## config.mk

```make
export PLATFORM = sky130hd
export DESIGN_NAME = ip_activate_ctrl
export DESIGN_NICKNAME = d
export VERILOG_FILES = /design/src/rtl/ip_activate_pkg.sv /design/src/rtl/act_lockout_timer.sv /design/src/rtl/ip_activate_ctrl.sv
export SDC_FILE = /design/constraint.sdc
export NUM_CORES = 1
export LEC_CHECK = 0
export CORE_MARGIN = 2
export CORE_UTILIZATION = 55
export CTS_BUF_LIST = sky130_fd_sc_hd__clkbuf_8
export CTS_CLUSTER_DIAMETER = 40
export DETAILED_ROUTE_END_ITERATION = 10
export PLACE_DENSITY = 0.78
export SYNTH_ARGS = -nofsm -noshare
export SYNTH_HDL_FRONTEND = slang
export SYNTH_SLANG_ARGS = --single-unit
```

## constraint.sdc

```tcl
create_clock -name clk_in -period 2.3 [get_ports clk_in]
set_clock_uncertainty 0.05 [all_clocks]
set_input_delay 0.46 -clock clk_in [delete_from_list [all_inputs] [get_ports clk_in]]
set_output_delay 0.46 -clock clk_in [all_outputs]
set_load 0.01 [all_outputs]
```

## src/rtl/ip_activate_pkg.sv

```systemverilog
// Shared types and constants for the IP activation sequencer.
package ip_activate_pkg;

    localparam int CODE_W = 128;
    localparam int BEAT_W = 32;
    localparam int BEATS  = 4;

    localparam logic [CODE_W-1:0] DEF_REF_CODE =
        128'h87C0D0FD94C369FA1A4B7E7BC00BD074;

    typedef enum logic [2:0] {
        IDLE    = 3'd0,
        LOAD    = 3'd1,
        CHECK   = 3'd2,
        LOCKOUT = 3'd3,
        ACTIVE  = 3'd4,
        DEAD    = 3'd5
    } act_state_t;

endpackage

```

## src/rtl/act_lockout_timer.sv

```systemverilog
// Down-counter for the post-failure lockout window.
// done is high while the count sits at zero.
module act_lockout_timer #(
    parameter int LOCKOUT_CYCLES = 1024
) (
    input  logic clk_in,
    input  logic rst_n,
    input  logic load,
    input  logic run,
    output logic done
);

    localparam int W = $clog2(LOCKOUT_CYCLES + 1);

    logic [W-1:0] cnt;

    always_ff @(posedge clk_in or negedge rst_n) begin
        if (!rst_n) begin
            cnt <= '0;
        end else if (load) begin
            cnt <= W'(LOCKOUT_CYCLES - 1);
        end else if (run && cnt != '0) begin
            cnt <= cnt - 1'b1;
        end
    end

    assign done = (cnt == '0);

endmodule

```

## src/rtl/ip_activate_ctrl.sv

```systemverilog
// Activation sequencer: 4-beat code load, compare, lockout, sticky enable.
// Optional ACT_DEACTIVATE_EN adds a deactivate input that leaves ACTIVE.
module ip_activate_ctrl
    import ip_activate_pkg::*;
#(
    parameter logic [127:0] REF_CODE       = DEF_REF_CODE,
    parameter int           LOCKOUT_CYCLES = 1024,
    parameter int           MAX_FAILS      = 3
) (
    input  logic        clk_in,
    input  logic        rst_n,
    input  logic [31:0] code_word,
    input  logic        code_valid,
    output logic        code_ready,
    input  logic        abort,
`ifdef ACT_DEACTIVATE_EN
    input  logic        deactivate,
`endif
    output logic        enable,
    output logic        RDY_enable,
    output logic        busy,
    output logic        locked,
    output logic [3:0]  fail_count
);

    act_state_t        state_q, state_d;
    logic [1:0]        cnt_q, cnt_d;
    logic [CODE_W-1:0] code_q, code_d;
    logic              enable_q, enable_d;
    logic [3:0]        fail_q, fail_d;
    logic              timer_load;
    logic              timer_done;
    logic              accept;
    logic [3:0]        fail_inc;

    act_lockout_timer #(
        .LOCKOUT_CYCLES(LOCKOUT_CYCLES)
    ) u_timer (
        .clk_in (clk_in),
        .rst_n  (rst_n),
        .load   (timer_load),
        .run    (state_q == LOCKOUT),
        .done   (timer_done)
    );

    assign code_ready = (state_q == IDLE) || (state_q == LOAD);
    assign accept     = code_valid && code_ready &&
                        !(abort && state_q == LOAD);
    assign fail_inc   = (fail_q == 4'hF) ? fail_q : fail_q + 4'd1;

    always_comb begin
        state_d    = state_q;
        cnt_d      = cnt_q;
        code_d     = code_q;
        enable_d   = enable_q;
        fail_d     = fail_q;
        timer_load = 1'b0;
        unique case (state_q)
            IDLE: begin
                if (accept) begin
                    code_d  = {code_q[CODE_W-BEAT_W-1:0], code_word};
                    cnt_d   = cnt_q + 2'd1;
                    state_d = LOAD;
                end
            end
            LOAD: begin
                if (abort) begin
                    code_d  = '0;
                    cnt_d   = '0;
                    state_d = IDLE;
                end else if (accept) begin
                    code_d = {code_q[CODE_W-BEAT_W-1:0], code_word};
                    cnt_d  = cnt_q + 2'd1;
                    if (cnt_q == 2'd3) state_d = CHECK;
                end
            end
            CHECK: begin
                // the secret never outlives its single compare cycle
                code_d = '0;
                if (code_q == REF_CODE) begin
                    enable_d = 1'b1;
                    state_d  = ACTIVE;
                end else begin
                    fail_d = fail_inc;
                    if (fail_inc == 4'(MAX_FAILS)) begin
                        state_d = DEAD;
                    end else begin
                        timer_load = 1'b1;
                        state_d    = LOCKOUT;
                    end
                end
            end
            LOCKOUT: begin
                if (timer_done) state_d = IDLE;
            end
            ACTIVE: begin
`ifdef ACT_DEACTIVATE_EN
                if (deactivate) begin
                    enable_d = 1'b0;
                    state_d  = IDLE;
                end
`endif
            end
            DEAD: begin
                enable_d = 1'b0;
            end
            default: begin
                state_d = IDLE;
            end
        endcase
    end

    always_ff @(posedge clk_in or negedge rst_n) begin
        if (!rst_n) begin
            state_q  <= IDLE;
            cnt_q    <= '0;
            code_q   <= '0;
            enable_q <= 1'b0;
            fail_q   <= '0;
        end else begin
            state_q  <= state_d;
            cnt_q    <= cnt_d;
            code_q   <= code_d;
            enable_q <= enable_d;
            fail_q   <= fail_d;
        end
    end

    assign enable     = enable_q;
    assign RDY_enable = (state_q != CHECK);
    assign busy       = (state_q == LOAD) || (state_q == CHECK) ||
                        (state_q == LOCKOUT);
    assign locked     = (state_q == DEAD);
    assign fail_count = fail_q;

endmodule

```

==> metrics.md, run 1 <==
| Metric | Value |
|---|---|
| Mapped Cells | roughly 720 |
| Sum Neg Setup Slack | -0.131 ns |
| Die height | about 110 um |
| Setup violations, final | 5 |
| Reg clk slew, reported paths | 0.08 ns |
| Tightest Hold Check Type | reg2reg |
| N_diodes | 0 |
| Final hold vios | 0 |
| Maxcap violations | 0 |
| Clk_lat worst skew | 0.45 ns |
| Clk root buf | clkbuf_8 |
| Seq/Total Area, Yosys | a little under three fifths |
| Synth Flop Type | dfrtp_1 |
| Crit. End Element | register |
| Mapped Nets | approximately 760 |
| FF-to-FF setup slack | -0.04 ns |
| Layout cells sized above 1 | ~11% |
| Detailed placement HPWL | 10,200 um |
| Pin slew with the least headroom to its limit | between 0.5 and 0.6 ns |
| Row cnt | 39 |
| Vias | roughly 5.3k |
| Final WL | approximately 15,000 um |
| Net Sw Frac | 22.6% |
| Fin cells | 930 |
| Kind of critical path | reg2reg |
| Internal | 3550 uW |
| Post-route worst setup slack | -0.0392 ns |
| TritonCTS clock tree | yes |
| Dpl cells | 890 |
| Status | finished with violations |
| Critical Path AT | between 2 and 3 ns |
| Area growth from synthesis to layout | 19.9% |
| Syn_area_per_cell | between 9 and 10 um2 |
| Multi-input logic area | between 2000 and 3000 um2 |
| Routed len/inst | about 16 um |
| First-pass GRT wire length | around 25,000 um |
| RSZ-0062 raised after global routing | true |
| Largest net degree at the start of global routing | 60 |
| Flip-flop and latch area | about 3700 um2 |
| Die Width | roughly 110 um |
| RD Place Congestion | 0.857 |
| DR pass1 iterations | 5 |
| Asr flop ratio synth | 100% |
| Vias in the first global route | approximately 5.3k |
| Core ar. | between 10,000 and 15,000 um2 |
| Pwr/cell area | just under 600 nW/um2 |
| Fmax | approximately 430 MHz |
| NetSw | 1040 uW |
| CTS H-tree lvls | 4 |
| GRT Total Usage | between 20% and 30% |
| Req. time, crit path | approximately 2.6 ns |
| Synth Register Bits | approximately 150 |
| Max VDD drop | about 440 uV |
| Num CTS Buffers | 17 |
| Remaining antenna violation count | 0 |
| Pre-CTS setup slack | roughly 0.0024 ns |
| Period utilization | 102% |
| Sequential Power Share | a little under three fifths |
| DRC | 0 |
| CP max FO | 6 |
| Number of port buffers | 44 |
| GRT overflow | 0 |
| Clock buffer depth | 2 |
| Min cycle time layout | about 2.3 ns |
| Lkg Pwr | around 0.0034 uW |
| Rel. slew slack | 63.8% |
| Distinct cells, synth | between 40 and 50 |
| Die area | ~13,000 um2 |
| Initial Util | 56.7% |
| IO Count | 45 |
| Fill cells | 857 |
| CP Launch Type | register |
| Violated checks | setup timing |
| Slew Viols, Final | 0 |
| Syn Std Cell Area | about 6500 um2 |
| Initial antenna violation count | 0 |
| Drt initial violations | 420 |
| Via density | approximately 5.7 |
| CTS Sinks | 149 |
| Gate power share | under 10% |
| Clock power share | about two fifths |
| Fin nets | ~810 |
| Post-synth EDFFs | 0 |
| Warnings from Yosys | 0 |
[state kept, by name (all words and copies together), names as in the netlist]
| signal | count |
|---|---|
| u_timer.cnt | 11 |
| code_q | 128 |
| state_q | 3 |
| cnt_q | 2 |
| enable | 1 |
| fail_count | 4 |
[power by group through the flow]
stage / sequential (uW) / combinational (uW) / clock (uW)
detailed placement: 2670 / 126 / 0
CTS: 2620 / 128 / 1870
floorplan: 2670 / 3.90 / 0
global placement: 2670 / 124 / 0
finish: 2620 / 125 / 1840
global route: 2620 / 140 / 1990
[cells in the final DEF, fill, tap and decap left out, types with 6 or more instances in the layout]
master / instances
a21oi_1: 132
buf_12: 11
buf_4: 26
clkbuf_8: 18
clkdlybuf4s50_1: 40
dfrtp_1: 146
inv_1: 11
nand2_1: 272
nand3_1: 6
nand4b_1: 11
nor2_1: 9
nor4_1: 7
nor4b_1: 7
xnor2_1: 10
[cell usage after synthesis, types with 2 or more instances]
library cell    n  area, um2
a21oi_1       132        661
and2_1          4       25.0
and4b_1         4       40.0
buf_1           5       18.8
clkbuf_1       39        146
dfrtp_1       149       3730
ha_1            4       50.1
inv_1           7       26.3
mux2_1          2       22.5
nand2_1       273       1020
nand3_1         7       35.0
nand3_2         2       20.0
nand4_1         4       25.0
nand4b_1       11       96.3
nor2_1         10       37.5
nor2b_1         2       12.5
nor3_1          3       15.0
nor4_1          7       43.8
nor4b_1         7       61.3
nor4bb_1        5       50.1
o21ai_0         5       25.0
o41ai_1         3       26.3
or3_1           2       12.5
or4_1           2       15.0
or4b_1          2       20.0
or4bb_1         2       22.5
xnor2_1        10       87.6
[per-layer routing]
layer,up-vias,track usage (%),wire length (um)
li1,2521,-,-
met3,39,5.24,736
met1,2609,33.3,6350
met2,166,40.5,7320
met5,-,0,0
met4,0,10.7,449
[stage by stage]
step | utilization, % | hold WS, ns | instance area [um2] | power, uW
floorplan | - | 0.114 | 6500 | 2670
global placement | 63.8 | 0.407 | 7320 | 2790
detailed placement | 63.8 | 0.413 | 7320 | 2800
CTS | 67.5 | 0.464 | 7740 | 4620
global route | 67.9 | 0.483 | 7790 | 4750
finish | 67.9 | 0.472 | 7790 | 4590
[critical path: stages, from the launching register on]
cell and delay (ns):
dfrtp_1 0.40, or4b_4 0.53, or4_4 0.44, nor4_4 0.19
nand4_4 0.19, nand3_4 0.13, mux2_4 0.31
[kinds of logic after synthesis]
kind of cell | share of synthesized area (%)
compound gates | 11.5
xor+xnor | 1.48
fa+ha+maj | 0.770
buf+inv | 3.25
flops | 57.4
mux | 0.501
simple gates | 25.1
[area by class of cell]
type	count	area share, %
Clock buffer	18	3.18
Clock inverter	14	1.49
Timing Repair Buffer	82	11.2
Sequential cell	149	47.9
Inverter	8	0.386
Tap cell	143	2.30
Multi-Input combinational cell	516	33.5
[timing repair]
action | 4_1_cts | 5_1_grt
hold buffers | 1 | 0
pin swaps | 1 | 1
setup endpoints to repair | 7 | 17
gates resized for setup | 9 | 4
buffers inserted | 3 | 4
hold endpoints to repair | 55 | 0
[final timing paths]
kind | cells after the start | end | from
hold / removal | 2 | code_q[98]$_DFFE_PN0P_ | code_q[98]$_DFFE_PN0P_
setup reg to reg | 6 | fail_count[1]$_DFFE_PN0P_ | code_q[82]$_DFFE_PN0P_
hold reg to reg | 2 | code_q[98]$_DFFE_PN0P_ | code_q[98]$_DFFE_PN0P_
min in group asynchronous | 2 | u_timer.cnt[0]$_DFFE_PN0P_ | rst_n
max in group asynchronous | 3 | code_q[102]$_DFFE_PN0P_ | rst_n
setup / recovery | 6 | fail_count[1]$_DFFE_PN0P_ | code_q[82]$_DFFE_PN0P_
(Power assumes the default switching activity.)
==> inputs of run 2 (changes only) <==
--- a/config.mk
+++ b/config.mk
@@ -12,3 +12,4 @@
 export DETAILED_ROUTE_END_ITERATION = 10
-export PLACE_DENSITY = 0.78
+export PLACE_DENSITY = 0.89
+export SKIP_CTS_REPAIR_TIMING = 1
 export SYNTH_ARGS = -nofsm -noshare
==> constraint.sdc (replaced) <==
create_clock -name clk_in -period 2.3 [get_ports clk_in]
set_clock_uncertainty 0.05 [all_clocks]
set_input_delay 0.345 -clock clk_in [delete_from_list [all_inputs] [get_ports clk_in]]
set_output_delay 0.345 -clock clk_in [all_outputs]
set_load 0.01 [all_outputs]
==> metrics.md, run 2 (synthesis results as in run 1) <==
| Metric | Value |
|---|---|
| Initial Util | a little under three fifths |
| RD Place Congestion | a little under 0.9 |
| Violated checks | setup timing |
| Sum Neg Setup Slack | -0.523 ns |
| CTS Sinks | approximately 150 |
| Final WL | ~15,000 um |
| Period utilization | 106% |
| Largest net degree at the start of global routing | a little over 80 |
| Detailed placement HPWL | around 9800 um |
| Min cycle time layout | about 2.4 ns |
| Area growth from synthesis to layout | 18.6% |
| Via density | about 5.9 |
| Fill cells | between 700 and 800 |
| Fin cells | approximately 920 |
| Layout cells sized above 1 | under 10% |
| Vias | 5,432 |
| Rel. slew slack | between 60 and 70% |
| Hold slack final | approximately 0.38 ns |
| Commonest non-fill, non-tap cell in the layout | nand2_1 |
| Post-route worst setup slack | -0.134 ns |
| Fmax | around 410 MHz |
| Register name with the most flops | code_q |
| Lkg Pwr | approximately 0.0033 uW |
| Clk_lat worst skew | around 0.45 ns |
| CP most frequent cell | buf_6 |
| Core ar. | 11,500 um2 |
| Vias in the first global route | 5,070 |
| Req. time, crit path | roughly 2.6 ns |
| RSZ-0062 raised after global routing | true |
| GRT Total Usage | 24.7% |
| Die height | 113 um |
| Max VDD drop | ~480 uV |
| TritonCTS clock tree | yes |
| Initial antenna violation count | 0 |
| Kind of critical path | reg2reg |
| Drt initial violations | slightly below 600 |
| CP Launch Type | register |
| Setup violations, final | 16 |
| Status | finished with violations |
| CTS H-tree lvls | 4 |
| Remaining antenna violation count | 0 |
| Tightest Hold Check Type | in2reg |
| Slew Viols, Final | 0 |
| Final hold vios | 0 |
| Most frequent cells in the layout | 272 x nand2_1, 147 x dfrtp_1, 132 x a21oi_1 |
| Die Width | 113 um |
| Number of port buffers | 44 |
| Crit-path slowest cell | or4b_1 |
| Maxcap violations | 0 |
| Clk root buf | clkbuf_8 |
| DR pass1 iterations | 7 |
| Max stage delay on crit path | around 0.51 ns |
| Pin slew with the least headroom to its limit | 0.567 ns |
| First-pass GRT wire length | ~25,000 um |
| Buffers & Inverters on Critical Path | 2 |
| Reg clk slew, reported paths | 0.08 ns |
| N_diodes | 0 |
| Dpl cells | a little under 900 |
| Die area | between 10,000 and 15,000 um2 |
| Crit-path cells | or4b_1 > or4_4 > nor4_4 > nand4_4 > buf_6 > buf_6 > a21oi_1 > or2_1 |
| Num CTS Buffers | 17 |
| Total chip power | ~4700 uW |
| Critical Path AT | approximately 2.8 ns |
| Fin nets | 803 |
| IO Count | 45 |
| GRT overflow | 0 |
| Worst path top cell family by delay | simple AND/OR/NAND/NOR gates |
| Routed len/inst | approximately 17 um |
| CP max FO | 7 |
| DRC | 0 |
| Crit. End Element | register |
| Clock buffer depth | 2 |
| Max FFs per register | 128 |
| Pwr/cell area | 607 nW/um2 |
| Row cnt | 39 |
==> run 2: cell types whose count changed in the layout (fill, tap and decap cells not counted), moves of 2 or more <==
| cell | delta |
|---|---|
| inv_1 | -2 |
| clkinv_2 | +3 |
| clkinv_4 | -3 |
| dlymetal6s2s_1 | -2 |
| nor2_1 | -2 |
| buf_4 | -11 |
| clkdlybuf4s50_1 | +3 |
| buf_12 | -3 |
| buf_6 | +2 |
| nor2_2 | +2 |
==> run 2: final cells by class <==
type | instances | area (um2) | area share [%]
flip-flops and latches | 149 | 3730 | 48.4
clock inverters | 12 | 115 | 1.49
multi-input cells | 517 | 2640 | 34.3
clock buffers | 19 | 262 | 3.39
repair buffers | 70 | 747 | 9.69
well taps | 143 | 179 | 2.32
inverters | 8 | 30.0 | 0.390
==> run 2: per-stage QoR <==
| stage | instance area [um2] | utilization (%) | setup WS (ns) |
|---|---|---|---|
| 2_1_floorplan | 6500 | - | 0.0277 |
| 3_3_place_gp | 7190 | 62.7 | 0.0305 |
| 3_5_place_dp | 7190 | 62.7 | -0.155 |
| 4_1_cts | 7570 | 66.0 | -0.161 |
| 5_1_grt | 7710 | 67.2 | -0.201 |
| 6_report | 7710 | 67.2 | -0.134 |
==> run 2: worst paths after layout <==
path	startpoint	end	slack, ns	depth (start not counted)
setup / recovery	code_q[82]$_DFFE_PN0P_	state_q[2]$_DFFE_PN0P_	-0.13	8
hold / removal	code_word[30]	code_q[30]$_DFFE_PN0P_	0.38	3
setup reg to reg	code_q[82]$_DFFE_PN0P_	state_q[2]$_DFFE_PN0P_	-0.13	8
hold reg to reg	code_q[97]$_DFFE_PN0P_	code_q[97]$_DFFE_PN0P_	0.47	2
max in group asynchronous	rst_n	code_q[0]$_DFFE_PN0P_	1.18	3
min in group asynchronous	rst_n	fail_count[0]$_DFFE_PN0P_	0.39	2
==> run 2: power breakdown <==
group,internal (uW),total [uW],leakage [uW],switching (uW)
sequential,2620,2620,0.00201,0
clock,995,1930,0.000201,936
combinational,62.3,124,0.00112,62.2
==> run 2: worst min-delay path, delay by kind of cell <==
family          cells  cell delay [ns]
compound gates      1             0.05
buf+inv             1             0.39
simple gates        1             0.05
==> run 2: metal layers <==
metal / vias to the layer above / GRT usage, % / share of wire [%] / routed length, um
li1: 2506 / - / - / -
met1: 2640 / 31.1 / 39 / 5960
met2: 234 / 41.1 / 52 / 7930
met3: 52 / 4.70 / 5.7 / 877
met4: 0 / 12.0 / 3.7 / 573
met5: - / 0 / 0 / 0
==> inputs of run 3 (changes only) <==
Settings changed: ABC_CLOCK_PERIOD_IN_PS from default to 2300, MAX_ROUTING_LAYER from default to met4, SETUP_SLACK_MARGIN from default to 0.02.
==> metrics.md, run 3 (synthesis results as in run 1) <==
| Metric | Value |
|---|---|
| Status | finished with violations |
| Violated checks | setup timing |
| Period utilization | 106% |
| Most Crowded Layer GR | met2 |
| Row cnt | 39 |
| Kind of critical path | reg2reg |
| Core ar. | 11,500 um2 |
| Die Width | approximately 110 um |
| Min cycle time layout | approximately 2.4 ns |
| Fin nets | ~800 |
| Vias | roughly 5.4k |
| Max FFs per register | 128 |
| Clock buffer depth | 2 |
| CP Launch Type | register |
| Reg clk slew, reported paths | approximately 0.080 ns |
| Die area | between 10,000 and 15,000 um2 |
| Initial Util | 56.7% |
| Pwr/cell area | just over 600 nW/um2 |
| GRT overflow | 0 |
| Most frequent cells in the layout | 272 x nand2_1, 147 x dfrtp_1, 132 x a21oi_1 |
| Lkg Pwr | between 0.003 and 0.004 uW |
| Remaining antenna violation count | 0 |
| Sum Neg Setup Slack | -0.552 ns |
| Register name with the most flops | code_q |
| Commonest non-fill, non-tap cell in the layout | nand2_1 |
| Setup violations, final | 16 |
| IO Count | between 40 and 50 |
| Pin slew with the least headroom to its limit | 0.572 ns |
| GRT Total Usage | around 25% |
| Maxcap violations | 0 |
| RD Place Congestion | 0.890 |
| RSZ-0062 raised after global routing | true |
| GR Layer Usage met1 | roughly 31% |
| DR pass1 iterations | 7 |
| Number of port buffers | 44 |
| N_diodes | 0 |
| Via density | approximately 6 |
| Die height | 113 um |
| TritonCTS clock tree | yes |
| Clk root buf | clkbuf_8 |
| Detailed placement HPWL | 9750 um |
| Fmax | between 400 and 500 MHz |
| Tightest Hold Check Type | in2async |
| Slew Viols, Final | 0 |
| First-pass GRT wire length | roughly 25,000 um |
| Final hold vios | 0 |
| Drt initial violations | slightly above 600 |
| Rel. slew slack | 61.9% |
| Layout cells sized above 1 | 9.68% |
| Routed len/inst | around 17 um |
| Final WL | 15,300 um |
| CTS Sinks | 149 |
| Design area | between 7000 and 8000 um2 |
| Largest net degree at the start of global routing | between 80 and 90 |
| Met2 Usage GRT | between 40% and 50% |
| Area growth from synthesis to layout | 18.6% |
| Clk_lat worst skew | 0.45 ns |
| Vias in the first global route | 5,054 |
| Req. time, crit path | around 2.6 ns |
| CTS H-tree lvls | 4 |
| Fill cells | 761 |
| Met3 usage in global routing | around 5.8% |
| Multi-input logic area | between 2000 and 3000 um2 |
| Post-route worst setup slack | -0.137 ns |
| Flip-flop and latch area | about 3700 um2 |
| Initial antenna violation count | 0 |
| Total chip power | 4670 uW |
| Pre-CTS setup slack | -0.155 ns |
| Critical Path AT | around 2.8 ns |
| Num CTS Buffers | 17 |
| DRC | 0 |
| CP max FO | 7 |
| Area after DPL | between 7000 and 8000 um2 |
| Crit. End Element | register |
| Max VDD drop | 482 uV |
## run 3: cell counts in the layout (fill, tap and decap cells not counted)
Identical to the previous run, type by type.
## run 3: worst paths after layout
kind / start / endpoint / slack (ns) / cells after the start
min in group clk_in: code_word[30] / code_q[30]$_DFFE_PN0P_ / 0.38 / 3
hold / removal: rst_n / code_q[44]$_DFFE_PN0P_ / 0.38 / 2
setup reg to reg: code_q[82]$_DFFE_PN0P_ / state_q[2]$_DFFE_PN0P_ / -0.14 / 8
setup / recovery: code_q[82]$_DFFE_PN0P_ / state_q[2]$_DFFE_PN0P_ / -0.14 / 8
max in group asynchronous: rst_n / code_q[61]$_DFFE_PN0P_ / 1.18 / 3
hold reg to reg: code_q[97]$_DFFE_PN0P_ / code_q[97]$_DFFE_PN0P_ / 0.47 / 2
## run 3: critical path, stage by stage (launching register included)
cell     delay, ns
dfrtp_1       0.39
or4b_1        0.51
or4_4         0.44
nor4_4        0.20
nand4_4       0.22
buf_6         0.17
buf_6         0.11
a21oi_1       0.14
or2_1         0.14
## run 3: per-layer routing
layer / vias up / share of wire, %
li1: 2505 / -
met1: 2639 / 39
met2: 238 / 52
met3: 42 / 6.0
met4: 0 / 2.8
met5: - / 0
## run 3: layout make-up
type	instances	share of cell area, %
clock buffer	19	3.39
multi-input combinational	517	34.3
tap	143	2.32
sequential	149	48.4
inverter	8	0.390
clock inverter	12	1.49
timing repair buffer	70	9.69
## run 3: power by group
group | switching (uW) | internal [uW] | leakage [uW] | total (uW)
clock network | 937 | 995 | 0.000201 | 1930
registers | 0 | 2620 | 0.00201 | 2620
logic | 62.1 | 62.2 | 0.00112 | 124
## run 3: per-stage QoR
stage | hold WS, ns | instances | util [%]
CTS | -0.173 | 909 | 66.0
global route | 0.365 | 918 | 67.2
global placement | 0.309 | 878 | 62.7
finish | 0.378 | 918 | 67.2
detailed placement | 0.311 | 878 | 62.7
floorplan | -0.000591 | 719 | -
